$ cat config.mk
export PLATFORM = sky130hd
export DESIGN_NAME = register_file
export DESIGN_NICKNAME = d
export VERILOG_FILES = /design/src/rtl/register_file.sv
export SDC_FILE = /design/constraint.sdc
export NUM_CORES = 1
export LEC_CHECK = 0
export CORE_MARGIN = 2
export CORE_UTILIZATION = 65
export CTS_CLUSTER_DIAMETER = 60
export DETAILED_ROUTE_END_ITERATION = 7
export PLACE_DENSITY = 0.85
export REMOVE_ABC_BUFFERS = 1
export SLEW_MARGIN = 15
export SYNTH_ARGS = -nofsm -noshare
export SYNTH_HDL_FRONTEND = slang
export SYNTH_HIERARCHICAL = 1
export SYNTH_SLANG_ARGS = --single-unit
$ cat constraint.sdc
create_clock -name clk -period 3.36 [get_ports clk]
set_clock_uncertainty 0.1 [all_clocks]
set_input_delay 0.672 -clock clk [delete_from_list [all_inputs] [get_ports clk]]
set_output_delay 0.672 -clock clk [all_outputs]
set_load 0.02 [all_outputs]
$ cat src/rtl/register_file.sv
// register_file: general-purpose register file for the CPU datapath.
// 2**ADDR_WIDTH registers of DATA_WIDTH bits each, two independent
// combinational read ports, one synchronous write port. R0 is an ordinary
// register (not hardwired to zero). There is no write-through bypass.
//
// Ports:
//   clk              rising-edge clock for all state
//   rst              synchronous active-high reset; clears every register
//                    and takes priority over a simultaneous write
//   reg_write_en     write strobe, sampled at the rising edge
//   reg_write_dest   destination register index
//   reg_write_data   data to write
//   reg_read_addr_1  read port 1 index
//   reg_read_data_1  R[reg_read_addr_1], combinational
//   reg_read_addr_2  read port 2 index
//   reg_read_data_2  R[reg_read_addr_2], combinational

// One storage entry. Reset beats write so a write in the reset cycle is lost.
module register_file_entry #(
  parameter int DATA_WIDTH = 16
) (
  input  logic                  clk,
  input  logic                  rst,
  input  logic                  wr,
  input  logic [DATA_WIDTH-1:0] data,
  output logic [DATA_WIDTH-1:0] q
);
  always_ff @(posedge clk) begin
    if (rst)     q <= '0;
    else if (wr) q <= data;
  end
endmodule

module register_file #(
  parameter int DATA_WIDTH = 16,
  parameter int ADDR_WIDTH = 4
) (
  input  logic                  clk,
  input  logic                  rst,
  input  logic                  reg_write_en,
  input  logic [ADDR_WIDTH-1:0] reg_write_dest,
  input  logic [DATA_WIDTH-1:0] reg_write_data,
  input  logic [ADDR_WIDTH-1:0] reg_read_addr_1,
  output logic [DATA_WIDTH-1:0] reg_read_data_1,
  input  logic [ADDR_WIDTH-1:0] reg_read_addr_2,
  output logic [DATA_WIDTH-1:0] reg_read_data_2
);
  localparam int DEPTH = 1 << ADDR_WIDTH;

  logic [DEPTH-1:0][DATA_WIDTH-1:0] regs;
  logic [DEPTH-1:0]                 wr_sel;

  // Decoded one-hot write select; all-zero when the strobe is low.
  genvar g;
  generate
    for (g = 0; g < DEPTH; g++) begin : g_entry
      assign wr_sel[g] = reg_write_en && (reg_write_dest == ADDR_WIDTH'(g));
      register_file_entry #(.DATA_WIDTH(DATA_WIDTH)) u_entry (
        .clk  (clk),
        .rst  (rst),
        .wr   (wr_sel[g]),
        .data (reg_write_data),
        .q    (regs[g])
      );
    end
  endgenerate

  // Reads come straight off the stored array: the old value is returned
  // during a write cycle and the new one only after the capturing edge.
  assign reg_read_data_1 = regs[reg_read_addr_1];
  assign reg_read_data_2 = regs[reg_read_addr_2];
endmodule

==> key figures, run 1 <==
Run status
  • Status: complete, no violations

Timing
  • Fin crit period: 3330 ps
  • Period utilisation layout: 99.0%
  • Final Setup Violations: 0
  • Final hold violation count: 0
  • Setup TNS: 0 ps
  • Pins Over Slew Limit: 0
  • Slew HR: 46.9%
  • WHS: 251 ps
  • Transition time of the tightest slew-check pin: 797 ps
  • RSZ-0062 raised after global routing: no
  • Max Clk Rate: roughly 0.30 GHz

Run
  • Max-cap violations: 0

Floorplanning
  • Initial Utilization: 66.0%
  • Die Footprint: 21,600 um^2
  • Die Ht: 147 um
  • Placeable Area: 20,100 um^2
  • IO Pins: 63
  • Site row count: 52
  • Chip width: 147 um

Yosys
  • Post-Syn Area per Cell: 11.8 um^2
  • Warning count from the yosys run: 6
  • Cell Area, Synth: between 10,000 and 15,000 um^2
  • Synth top area share: around two fifths
  • Flops & latches, synth: ~260
  • Register area share after synthesis: 38.6%
  • Post-synth EDFFs: 0
  • Syn Inst Count: 1,129
  • Most common cell in the netlist: nor2_1
  • Asr flop ratio synth: 0%
  • Top cells by area, synth: dfxtp_1 (39%), mux2i_1 (19%), mux4_2 (18%)
  • Post-synth top flop: dfxtp_1
  • Unique cell type count in the Yosys netlist: 22
  • Synth top cells by count: nor2_1 (270), dfxtp_1 (256), mux2i_1 (256)
  • Synth area leader: dfxtp_1

Global route
  • Met2 Track Usage GR: between 50% and 60%
  • Overall routing resource usage: 33.9%
  • Antenna violations before repair: 0
  • Global route hottest layer: met2
  • Number of global-route vias before repair: 10,400
  • Met3 usage: 7.64%
  • M1 GR Usage: 42.2%
  • Total grt overflow: 0
  • First-pass GRT wire length: 56.8 mm
  • Largest net degree at the start of global routing: about 100

Final layout
  • Most flops, register: g_entry.u_entry/q
  • Layout area overhead: 13.7%
  • Multi-input logic area: 7310 um^2
  • Filler cell count: ~1,200
  • Top flop regs: g_entry.u_entry/q (256)
  • Ant. Diodes: 0
  • Net total in the final layout: approximately 1,200
  • Sequential cell area: just over 5000 um^2
  • Layout cells sized above 1: approximately a fifth
  • Max reg flops: 256

Power and ir drop
  • Total power draw: 6.92 mW
  • Switching Share: about a quarter
  • Clock Power Share: a little under half
  • Worst vdd ir: 368 uV
  • Internal power: 5.27 mW
  • Seq pwr share: 44.9%
  • PwrDens: 459 nW/um^2
  • Static Leakage: 5.57 nW
  • Comb power frac: 8.8%
  • NetSw: 1.65 mW

Critical path
  • Reg2Reg Capture Point: g_entry[7].u_entry/q[5]
  • Nature of the critical path endpoint: primary output
  • Startpoint types: input port
  • Worst EP required: roughly 2600 ps
  • R2R setup slack: 2450 ps
  • Reg2Reg Depth: 2
  • Worst reg2reg path startpoint: g_entry[7].u_entry/q[5]
  • Crit Path Category: input port to primary output
  • Worst Path Max Fanout: 16
  • CP arrival: 2550 ps

Min path
  • Hold depth: 2
  • Worst Hold Endpoint: g_entry[3].u_entry/q[6]
  • Hold Path Origin: rst
  • Worst hold path type: input port to flop

Route
  • Post-route ant nets: 0
  • Avg WL per Cell: 25.6 um
  • Final WL: 37.3 mm
  • Pre-antenna DRT Iters: 5
  • Drc violations: 0
  • Via count: 9,949
  • DRT iter0 DRCs: 1,015
  • Number of vias per cell: 6.84

Placed design
  • PortBufs: 62
  • Final RePlAce weighted congestion: 0.831
  • Final HPWL DP: roughly 20 mm

CTS
  • Sinks on Clock Net: 256
  • CTS tree: done
  • # H-tree levels: 1
  • Num CTS Buffers: 27
  • Root Driver: clkbuf_16
  • Clk Latency, worst-skew pair: 530 ps
  • Hold buffer count at CTS: 0
  • CTS max path bufs: 3
  • Clock-pin slew on the worst setup and hold paths: 60 ps
==> placed cells by master (no fill, tap or decap), drive strengths merged <==
master / count
dlymetal6s2s: 16
dfxtp: 256
buf: 53
mux4: 128
nand3b: 2
nor2b: 4
nand3: 1
nor3: 4
mux2i: 256
dlygate4sd2: 1
bufinv: 4
clkdlybuf4s50: 40
nor2: 270
nand2: 33
clkinvlp: 1
clkinv: 7
or3b: 1
clkbuf: 39
nand2b: 2
a22oi: 64
bufbuf: 1
and2: 2
==> per-stage QoR <==
stage	std cells	instance area (um^2)	util, %	setup WS (ps)
final	1455	15100	75.0	33.4
after global routing	1455	15100	75.0	14.5
after CTS	1453	15000	74.6	12.0
after detailed placement	1403	14000	69.6	24.0
after global placement	1403	14000	69.6	40.1
after floorplan	1023	12400	-	32.6
==> kinds of logic (layout without fill, tap and decap cells) <==
| family | count (synthesis) | after routing | share of synthesized area (%) |
|---|---|---|---|
| and+or+nand+nor | 319 | 319 | 9.32 |
| DFF | 256 | 256 | 38.6 |
| buffers and inverters | 106 | 162 | 6.76 |
| muxes | 384 | 384 | 41.7 |
| AOI/OAI and AO/OA | 64 | 64 | 3.62 |
==> routing by layer <==
layer  vias up  wire [um]
met4         0       2300
met3       207       3590
met2       683      17500
met5         -          0
li1       4209          -
met1      4850      13900
==> power groups by stage <==
stage	registers, mW	clock network, mW	logic [mW]
6_report	3.11	3.21	0.612
5_1_grt	3.11	3.35	0.635
4_1_cts	3.10	3.20	0.594
3_5_place_dp	3.17	0	0.578
3_3_place_gp	3.17	0	0.571
2_1_floorplan	3.16	0	0.229
==> cell type report <==
type | instances | area share (%)
Clock buffer | 37 | 5.19
Tap cell | 270 | 2.24
Timing Repair Buffer | 113 | 8.98
Multi-Input combinational cell | 767 | 48.5
Sequential cell | 256 | 34.0
Clock inverter | 12 | 1.15
==> critical path: stages <==
cell             delay, ps
clkdlybuf4s50_1        570
nor2b_2                240
buf_12                 210
a22oi_1                100
nand2_1                130
clkdlybuf4s50_1        630
==> timing repair <==
| action | 4_1_cts | 5_1_grt |
|---|---|---|
| gates cloned | 1 | 2 |
| buffers inserted | 0 | 0 |
| setup endpoints to repair | 3 | 16 |
| resized for setup | 3 | 17 |
| pin swaps | 0 | 0 |
==> how the worst max path moves through the flow <==
| stage | cells after the start | startpoint | slack [ps] | endpoint |
|---|---|---|---|---|
| 3_5_place_dp | 6 | reg_read_addr_1[0] | 20 | reg_read_data_1[9] |
| 4_1_cts | 6 | reg_read_addr_2[0] | 10 | reg_read_data_2[3] |
| 3_3_place_gp | 6 | reg_read_addr_1[0] | 40 | reg_read_data_1[1] |
| 5_1_grt | 6 | reg_read_addr_1[0] | 10 | reg_read_data_1[4] |
| 2_1_floorplan | 4 | reg_write_dest[3] | 30 | g_entry[0].u_entry/q[0] |
| 6_report | 6 | reg_read_addr_1[2] | 30 | reg_read_data_1[2] |
Power figures use the tool's default switching activity.
==> run 2, diff against run 1 <==
--- a/config.mk
+++ b/config.mk
@@ -5,7 +5,7 @@
 export SDC_FILE = /design/constraint.sdc
 export NUM_CORES = 1
 export LEC_CHECK = 0
-export CORE_MARGIN = 2
+export CORE_MARGIN = 5
 export CORE_UTILIZATION = 65
 export CTS_CLUSTER_DIAMETER = 60
 export DETAILED_ROUTE_END_ITERATION = 7
==> key figures, run 2 (same netlist as run 1, synthesis figures left out) <==
Final layout
  • Most flops, register: g_entry.u_entry/q (unchanged)
  • Most common cell after layout, fill and taps aside: nor2_1 (unchanged)
  • Layout area overhead: 13.5% (was 13.7%)
  • Ant. Diodes: 0 (unchanged)
  • Design area: 15,100 um^2 (about the same)
  • Final Util: 74.7% (was 75.0%)
  • Top flop regs: g_entry.u_entry/q (256) (unchanged)
  • Net total in the final layout: 1,196 (unchanged)
  • Layout cells sized above 1: 19.3% (was 19.4%)
  • Commonest cells after routing, fill and taps aside: nor2_1 (258), mux2i_1 (256), dfxtp_1 (256) (was nor2_1 (257), mux2i_1 (256), dfxtp_1 (256))
  • Max reg flops: 256 (unchanged)

Power and ir drop
  • Internal power: 5.46 mW (was 5.27 mW)
  • Seq pwr share: 43.8% (was 44.9%)
  • Clock Power Share: 47.8% (was 46.3%)
  • NetSw: 1.62 mW (was 1.65 mW)
  • Static Leakage: 5.38 nW (was 5.57 nW)
  • Total power draw: 7.09 mW (was 6.92 mW)
  • Comb power frac: 8.4% (was 8.8%)
  • PwrDens: 470 nW/um^2 (was 459 nW/um^2)
  • Worst vdd ir: 457 uV (was 368 uV)
  • Switching Share: 22.9% (was 23.9%)

Floorplanning
  • Initial Utilization: 65.8% (was 66.0%)
  • Die Footprint: 23,400 um^2 (was 21,600 um^2)
  • Site row count: 52 (unchanged)
  • Chip width: 153 um (was 147 um)
  • Die Ht: 153 um (was 147 um)
  • Placeable Area: 20,200 um^2 (was 20,100 um^2)
  • IO Pins: 63 (unchanged)

Timing
  • Max Clk Rate: 0.303 GHz (was 0.301 GHz)
  • Final hold violation count: 0 (unchanged)
  • RSZ-0062 raised after global routing: yes (was no)
  • Final Setup Violations: 0 (unchanged)
  • Fin crit period: 3300 ps (was 3330 ps)
  • Pins Over Slew Limit: 0 (unchanged)
  • Transition time of the tightest slew-check pin: 618 ps (was 797 ps)
  • Slew HR: 58.7% (was 46.9%)
  • WHS: 414 ps (was 251 ps)
  • Setup WS post-layout: 62.8 ps (was 33.4 ps)
  • Period utilisation layout: 98.1% (was 99.0%)

Run
  • Max-cap violations: 0 (unchanged)

Critical path
  • Nature of the critical path endpoint: primary output (unchanged)
  • Critical path origin: reg_read_addr_2[0] (was reg_read_addr_1[2])
  • Crit Path Category: input port to primary output (unchanged)
  • Worst reg2reg path startpoint: g_entry[11].u_entry/q[13] (was g_entry[7].u_entry/q[5])
  • Startpoint types: input port (unchanged)
  • WP buf/inv: 3 (unchanged)
  • Worst EP required: 2590 ps (about the same)
  • CP arrival: 2530 ps (was 2550 ps)
  • Slowest CP cell: mux4_1 (was clkdlybuf4s50_1)
  • Cell family with most CP delay: buffers and inverters (unchanged)
  • Crit-path cells: buf_4, buf_12, mux4_1, a22oi_1, nand2_1, clkdlybuf4s50_1 (was clkdlybuf4s50_1, nor2b_2, buf_12, a22oi_1, nand2_1, clkdlybuf4s50_1)
  • Worst path max stage delay: 590 ps (was 630 ps)
  • Worst Path Max Fanout: 26 (was 16)

Route
  • Post-route ant nets: 0 (unchanged)
  • Pre-antenna DRT Iters: 5 (unchanged)
  • Drc violations: 0 (unchanged)
  • DRT iter0 DRCs: 962 (was 1,015)
  • Via count: 9,691 (was 9,949)
  • Avg WL per Cell: 24.0 um (was 25.6 um)
  • Number of vias per cell: 6.67 (was 6.84)
  • Final WL: 34.9 mm (was 37.3 mm)

Global route
  • Overall routing resource usage: 29.2% (was 33.9%)
  • Antenna violations before repair: 0 (unchanged)
  • First-pass GRT wire length: 54.3 mm (was 56.8 mm)
  • Largest net degree at the start of global routing: 73 (was 101)
  • Number of global-route vias before repair: 9,881 (was 10,400)
  • Total grt overflow: 0 (unchanged)

Min path
  • Worst hold path type: flop to flop (was input port to flop)
  • Hold Path Origin: g_entry[10].u_entry/q[5] (was rst)

CTS
  • Clk Latency, worst-skew pair: 530 ps (about the same)
  • Root Driver: clkbuf_16 (unchanged)
  • Num CTS Buffers: 27 (unchanged)
  • Postcts setup bufs: 0 (unchanged)
  • Sinks on Clock Net: 256 (unchanged)
  • Clock-pin slew on the worst setup and hold paths: 60 ps (about the same)
  • CTS tree: done (unchanged)
  • CTS max path bufs: 3 (unchanged)
  • # H-tree levels: 1 (unchanged)

Placed design
  • Dpl ws: 34.0 ps (was 24.0 ps)
  • Final HPWL DP: 20.4 mm (was 19.8 mm)
  • PortBufs: 62 (unchanged)
  • Final RePlAce weighted congestion: 0.818 (was 0.831)
  • Dpl cell area: 14,000 um^2 (about the same)

Run status
  • Status: complete, no violations (unchanged)
run 2: changes by cell type in the layout (fill, tap and decap cells not counted), sizes merged, moves of 3 or more:
cell	previous run	this run
clkdlybuf4s50	40	51
bufinv	4	7
clkinv	7	3
buf	53	56
clkbuf	39	35
dlymetal6s2s	16	6
run 2: cell type report:
class                   instances  area (um^2)
repair buffers                113         1280
multi-input cells             767         7310
clock buffers                  35          766
fillers                      1284         5100
clock inverters                13          249
flip-flops and latches        256         5120
well taps                     270          338
run 2: worst paths after layout:
path,slack (ps),end,cells past startpoint
min,410,g_entry[10].u_entry/q[5],2
max reg2reg,2490,g_entry[11].u_entry/q[13],2
max,60,reg_read_data_2[3],6
min reg2reg,410,g_entry[10].u_entry/q[5],2
run 2: power groups by stage:
stage / Combinational, mW / Clock (mW) / Sequential [mW]
after global placement: 0.574 / 0 / 3.17
after global routing: 0.621 / 3.55 / 3.11
after CTS: 0.587 / 3.42 / 3.10
final: 0.592 / 3.39 / 3.10
after floorplan: 0.229 / 0 / 3.16
after detailed placement: 0.582 / 0 / 3.17
run 2: what timing repair did:
item | CTS | global route
resized for setup | 0 | 6
endpoints found under the setup margin | 0 | 7
hold buffers | 0 | 0
run 2: per-layer routing:
| metal | part of all wire [%] | track usage (%) | up-vias |
|---|---|---|---|
| li1 | - | - | 4211 |
| met2 | 48 | 48.1 | 521 |
| met4 | 4.6 | 13.3 | 0 |
| met1 | 39 | 37.6 | 4829 |
| met3 | 8.3 | 5.74 | 130 |
| met5 | 0 | 0 | - |
run 2: worst reg2reg max path, cell delays in order, from the launching register on:
cell and delay [ps]:
dfxtp_1 400, mux2i_1 90, nor2_1 190
run 2: through the flow:
stage	TNS (ps)	cells
final	0	1454
after detailed placement	0	1406
after global placement	0	1406
after global routing	-10.8	1454
after CTS	0	1454
after floorplan	0	1023
